**config.mk**
```make
export PLATFORM = sky130hd
export DESIGN_NAME = fifo_flow_ctrl_fsm
export DESIGN_NICKNAME = d
export VERILOG_FILES = /design/src/rtl/fifo_flow_pkg.sv /design/src/rtl/fifo_flow_idle_timer.sv /design/src/rtl/fifo_flow_ctrl_fsm.sv
export SDC_FILE = /design/constraint.sdc
export NUM_CORES = 1
export LEC_CHECK = 0
export BUFFER_PORTS_ARGS = -buffer_cell sky130_fd_sc_hd__buf_2
export CAP_MARGIN = 0
export CORE_ASPECT_RATIO = 0.8
export CORE_MARGIN = 2
export CORE_UTILIZATION = 47
export DETAILED_ROUTE_END_ITERATION = 8
export MAX_ROUTING_LAYER = met4
export PLACE_DENSITY = 0.84
export SLEW_MARGIN = 5
export SYNTH_ARGS = -nofsm -noshare
export SYNTH_HDL_FRONTEND = slang
export SYNTH_HIERARCHICAL = 1
export SYNTH_SLANG_ARGS = --single-unit
```
**constraint.sdc**
```tcl
create_clock -name clk -period 2.8 [get_ports clk]
set_input_delay 0.28 -clock clk [delete_from_list [all_inputs] [get_ports clk]]
set_output_delay 0.28 -clock clk [all_outputs]
set_load 0.01 [all_outputs]
```
**src/rtl/fifo_flow_pkg.sv**
```systemverilog
// ============================================================================
// Module      : fifo_flow_pkg
// Description : Shared one-hot state encodings, state type and default
//               parameter values for the FIFO flow-control supervisor.
// Revision    : 1.0 - initial release
// ============================================================================
`default_nettype none

package fifo_flow_pkg;

  // One-hot state encodings
  localparam logic [4:0] ST_RESET  = 5'b00001;
  localparam logic [4:0] ST_INIT   = 5'b00010;
  localparam logic [4:0] ST_IDLE   = 5'b00100;
  localparam logic [4:0] ST_ACTIVE = 5'b01000;
  localparam logic [4:0] ST_ERROR  = 5'b10000;

  // Default parameter values
  localparam int DEF_N_FIFO    = 5;
  localparam int DEF_TH_W      = 2;
  localparam int DEF_ERR_CNT_W = 8;

  typedef enum logic [4:0] {
    S_RESET  = ST_RESET,
    S_INIT   = ST_INIT,
    S_IDLE   = ST_IDLE,
    S_ACTIVE = ST_ACTIVE,
    S_ERROR  = ST_ERROR
  } state_t;

endpackage

`default_nettype wire

```
**src/rtl/fifo_flow_idle_timer.sv**
```systemverilog
// ============================================================================
// Module      : fifo_flow_idle_timer
// Description : Counts consecutive all-empty cycles while enabled; hold_done
//               flags the cycle whose all-empty sample reaches IDLE_HOLD.
// Revision    : 1.0 - initial release
// ============================================================================
`default_nettype none

module fifo_flow_idle_timer #(
  parameter int IDLE_HOLD = 1
) (
  input  logic clk,
  input  logic reset,
  input  logic all_empty,
  input  logic enable,
  input  logic clear,
  output logic hold_done
);

  localparam int CNT_W = $clog2(IDLE_HOLD + 1);

  logic [CNT_W-1:0] count;

  // Current all-empty sample completes the run of IDLE_HOLD cycles
  assign hold_done = enable && all_empty && (count == CNT_W'(IDLE_HOLD - 1));

  // Run-length counter; zero whenever disabled, cleared or interrupted
  always_ff @(posedge clk) begin
    if (reset || !enable || clear || hold_done || !all_empty) begin
      count <= '0;
    end else begin
      count <= count + CNT_W'(1);
    end
  end

endmodule

`default_nettype wire

```
**src/rtl/fifo_flow_ctrl_fsm.sv**
```systemverilog
// ============================================================================
// Module      : fifo_flow_ctrl_fsm
// Description : Flow-control supervisor for N_FIFO FIFOs: threshold capture in
//               INIT, idle/active status with idle hold-off, sticky error
//               latching until err_clr.
//               Optional macro FIFO_FLOW_ERR_CNT_EN enables the saturating
//               count of ERROR entries (otherwise err_cnt_o is tied to 0).
// Revision    : 1.0 - initial release
// ============================================================================
`default_nettype none

module fifo_flow_ctrl_fsm
  import fifo_flow_pkg::*;
#(
  parameter int N_FIFO    = DEF_N_FIFO,
  parameter int TH_W      = DEF_TH_W,
  parameter int IDLE_HOLD = 1,
  parameter int ERR_CNT_W = DEF_ERR_CNT_W
) (
  input  logic                   clk,
  input  logic                   reset,
  input  logic                   init,
  input  logic                   err_clr,
  input  logic [N_FIFO-1:0]      fifo_err,
  input  logic [N_FIFO-1:0]      fifo_empty,
  input  logic [N_FIFO*TH_W-1:0] af_th_i,
  input  logic [N_FIFO*TH_W-1:0] ae_th_i,
  output logic [N_FIFO*TH_W-1:0] af_th_o,
  output logic [N_FIFO*TH_W-1:0] ae_th_o,
  output logic [N_FIFO-1:0]      error_o,
  output logic                   active_o,
  output logic                   idle_o,
  output logic [4:0]             state_o,
  output logic [ERR_CNT_W-1:0]   err_cnt_o
);

  state_t state, state_nxt;
  logic   load_th, err_load, err_acc, err_clear;
  logic   tmr_en, tmr_clear, hold_done;
  logic   any_err, all_empty;

  assign any_err   = |fifo_err;
  assign all_empty = &fifo_empty;

  // State register
  always_ff @(posedge clk) begin
    if (reset) state <= S_RESET;
    else       state <= state_nxt;
  end

  // Next-state logic and register-update strobes
  always_comb begin
    state_nxt = state;
    load_th   = 1'b0;
    err_load  = 1'b0;
    err_acc   = 1'b0;
    err_clear = 1'b0;
    case (state)
      S_RESET: state_nxt = S_INIT;
      S_INIT: begin
        load_th = 1'b1;
        if (!init) state_nxt = S_IDLE;
      end
      S_IDLE: begin
        if (any_err) begin
          state_nxt = S_ERROR;
          err_load  = 1'b1;
        end else if (init) begin
          state_nxt = S_INIT;
        end else if (!all_empty) begin
          state_nxt = S_ACTIVE;
        end
      end
      S_ACTIVE: begin
        if (any_err) begin
          state_nxt = S_ERROR;
          err_load  = 1'b1;
        end else if (init) begin
          state_nxt = S_INIT;
        end else if (hold_done) begin
          state_nxt = S_IDLE;
        end
      end
      S_ERROR: begin
        // Clear takes priority over a same-cycle new error
        if (err_clr) begin
          state_nxt = S_INIT;
          err_clear = 1'b1;
        end else begin
          err_acc = 1'b1;
        end
      end
      default: state_nxt = S_RESET;
    endcase
  end

  assign tmr_en    = (state == S_ACTIVE);
  assign tmr_clear = tmr_en && (state_nxt != S_ACTIVE);

  fifo_flow_idle_timer #(
    .IDLE_HOLD (IDLE_HOLD)
  ) u_idle_timer (
    .clk       (clk),
    .reset     (reset),
    .all_empty (all_empty),
    .enable    (tmr_en),
    .clear     (tmr_clear),
    .hold_done (hold_done)
  );

  // Threshold capture while in INIT, hold elsewhere
  always_ff @(posedge clk) begin
    if (reset) begin
      af_th_o <= '0;
      ae_th_o <= '0;
    end else if (load_th) begin
      af_th_o <= af_th_i;
      ae_th_o <= ae_th_i;
    end
  end

  // Sticky error vector: load on entry, accumulate in ERROR, clear on err_clr
  always_ff @(posedge clk) begin
    if (reset || err_clear) error_o <= '0;
    else if (err_load)      error_o <= fifo_err;
    else if (err_acc)       error_o <= error_o | fifo_err;
  end

`ifdef FIFO_FLOW_ERR_CNT_EN
  logic [ERR_CNT_W-1:0] err_cnt;
  logic                 enter_err;

  assign enter_err = (state_nxt == S_ERROR) && (state != S_ERROR);

  // Saturating count of ERROR entries; err_clr does not touch it
  always_ff @(posedge clk) begin
    if (reset)                              err_cnt <= '0;
    else if (enter_err && (err_cnt != '1))  err_cnt <= err_cnt + ERR_CNT_W'(1);
  end

  assign err_cnt_o = err_cnt;
`else
  assign err_cnt_o = '0;
`endif

  assign state_o  = state;
  assign active_o = (state == S_ACTIVE);
  assign idle_o   = (state == S_IDLE);

endmodule

`default_nettype wire

```
==> metrics <==
status=finished, final reports clean; Crit Path Class=reg -> reg; max_cap viols=0; Setup-failing EPs final=0; Critical Path RT=3.04 ns; root buffer selected by CTS=clkbuf_4; clk_skew=between 0.01 and 0.015 ns; Die W=between 60 and 70 microns; area grow syn2layout=30.02%; CP Max Fanout=8; Bufs and invs on worst path=1; TritonCTS buffer count=5; initial antenna violation count=0; TNS Setup=0 ns; Final Power=roughly 1000 uW; Placed Area=1664 sq um; clk buf depth=2; max frequency=roughly 540 MHz; WL per Instance=11.31 microns; Die Height=slightly above 50 microns; Worst VDD drop=0.0003617 V; Antenna diodes=0; TritonRoute pass-1 iters=4; HP Class=in -> reg; Worst path top cell family by delay=simple AND/OR/NAND/NOR gates; leak pwr=between 0.0008 and 0.0009 uW; crit path capture type=register; final wirelength=between 3000 and 4000 microns; vias after detailed routing=between 1,000 and 1,500; Syn Inst Count=around 160; min-delay src=ae_th_i[2]; post-route cell area=1750 sq um; initial core utilization=between 40 and 50%; Max H-tree Level=2; cells along the critical path=or3_1 -> nor2_1 -> and3b_1 -> inv_1 -> nor3_1 -> o21bai_1 -> a211oi_1; I/O Buffers=65; synthesized cell area=1346 sq um; Core Footprint=2744 sq um; gp weighted congestion=~0.84; PostCTS Resize Cnt=0; slowest stage cell, crit path=or3_1; Final HPWL DP=about 2300 microns; Fin. Hold Viols=0; antenna viol nets, final=0; Worst-Skew Late Latency=0.33 ns; CP max stage delay=0.46 ns; worst setup path start=state_o[0]$_SDFF_PP1_; pin count of the biggest net entering global routing=23; yosys warns=6; Period Utilization, post-route=between 60 and 70%; Remaining DRCs=0; # IOs=74; Starting DRT DRC Count=43; # rows=17; Final Slew Violations=0; CTS tree=built; RSZ-0062 raised after global routing=false; Worst-path clk slew=around 0.1 ns; reg-to-reg startpoint=state_o[0]$_SDFF_PP1_; clk sink count=31; cts hold-fix bufs=0; Layout fillers=253; Min Clock Period, post-route=~1.9 ns; power density over the cells=between 500 and 600 nW/um^2; CP arrival=2.10 ns; layout cells sized above 1=34.78%; Post-CTS Setup Bufs=0; gr ovfl total=0; Synth Area per Inst=~8.3 sq um; GRT Resource Usage Total=about a fifth; CP startpoint kind=register; first-pass GRT wire length=about 5100 microns; die area=roughly 3300 sq um; Total Nets Final=around 260; Via density=between 4 and 5; vias in the first global route=1,201
[cell type report]
cell class / count / area, sq um / area share, %
Clock buffer: 6 / 51.30 / 2.931
Clock inverter: 2 / 35.03 / 2.001
Inverter: 2 / 7.507 / 0.4289
Multi-Input combinational cell: 122 / 648.1 / 37.03
Sequential cell: 31 / 620.6 / 35.45
Tap cell: 38 / 47.55 / 2.716
Timing Repair Buffer: 67 / 340.3 / 19.44
[layout by cell type, fill, tap and decap left out, types with 2 or more instances in the layout]
cell type / instances
a21boi_1: 5
a21oi_1: 22
buf_2: 65
buf_4: 2
clkbuf_4: 5
conb_1: 9
dfxtp_1: 31
inv_1: 2
nand2_1: 43
nand2b_1: 2
nand3_1: 4
nor2_1: 7
nor3_1: 4
o21ai_0: 2
o221a_1: 5
[through the flow]
stage / worst slack [ns] / cells / hold WS, ns / utilization, %
5_1_grt: 0.7089 / 268 / 0.1684 / 63.79
3_5_place_dp: 0.9342 / 260 / 0.4438 / 60.65
4_1_cts: 0.9090 / 268 / 0.1710 / 63.79
3_3_place_gp: 1.006 / 260 / 0.4404 / 60.65
6_report: 0.9436 / 268 / 0.1765 / 63.79
2_1_floorplan: 1.012 / 170 / 0.4160 / -
[sequential cells by signal, indices dropped and copies added, names as in the netlist]
signal	flops
ae_th_o	10
af_th_o	10
error_o	5
state_o	5
u_idle_timer/count	1
[tightest hold or removal path, cell delays in order]
cell and delay (ns):
buf_2 0.10, nand2_1 0.04, a21oi_1 0.05
[final timing paths]
| kind | end | slack (ns) | cells past startpoint |
|---|---|---|---|
| hold / removal | ae_th_o[2]$_SDFFE_PP0P_ | 0.18 | 3 |
| hold reg to reg | af_th_o[8]$_SDFFE_PP0P_ | 0.46 | 2 |
| setup / recovery | state_o[2]$_SDFF_PP0_ | 0.94 | 7 |
| setup reg to reg | state_o[2]$_SDFF_PP0_ | 0.94 | 7 |
[layer usage]
| metal | routed length (microns) | up-vias | global-route usage [%] | part of all wire, % |
|---|---|---|---|---|
| li1 | - | 677 | - | - |
| met1 | 1374 | 585 | 23.72 | 45 |
| met2 | 1402 | 46 | 33.85 | 46 |
| met3 | 210 | 5 | 5.628 | 6.9 |
| met4 | 44 | 0 | 8.696 | 1.5 |
| met5 | 0 | - | - | 0 |
[power breakdown]
part           switching, uW  internal [uW]
registers               20.4            467
clock network            151            211
logic                    101           73.3
(Power assumes the default switching activity.)
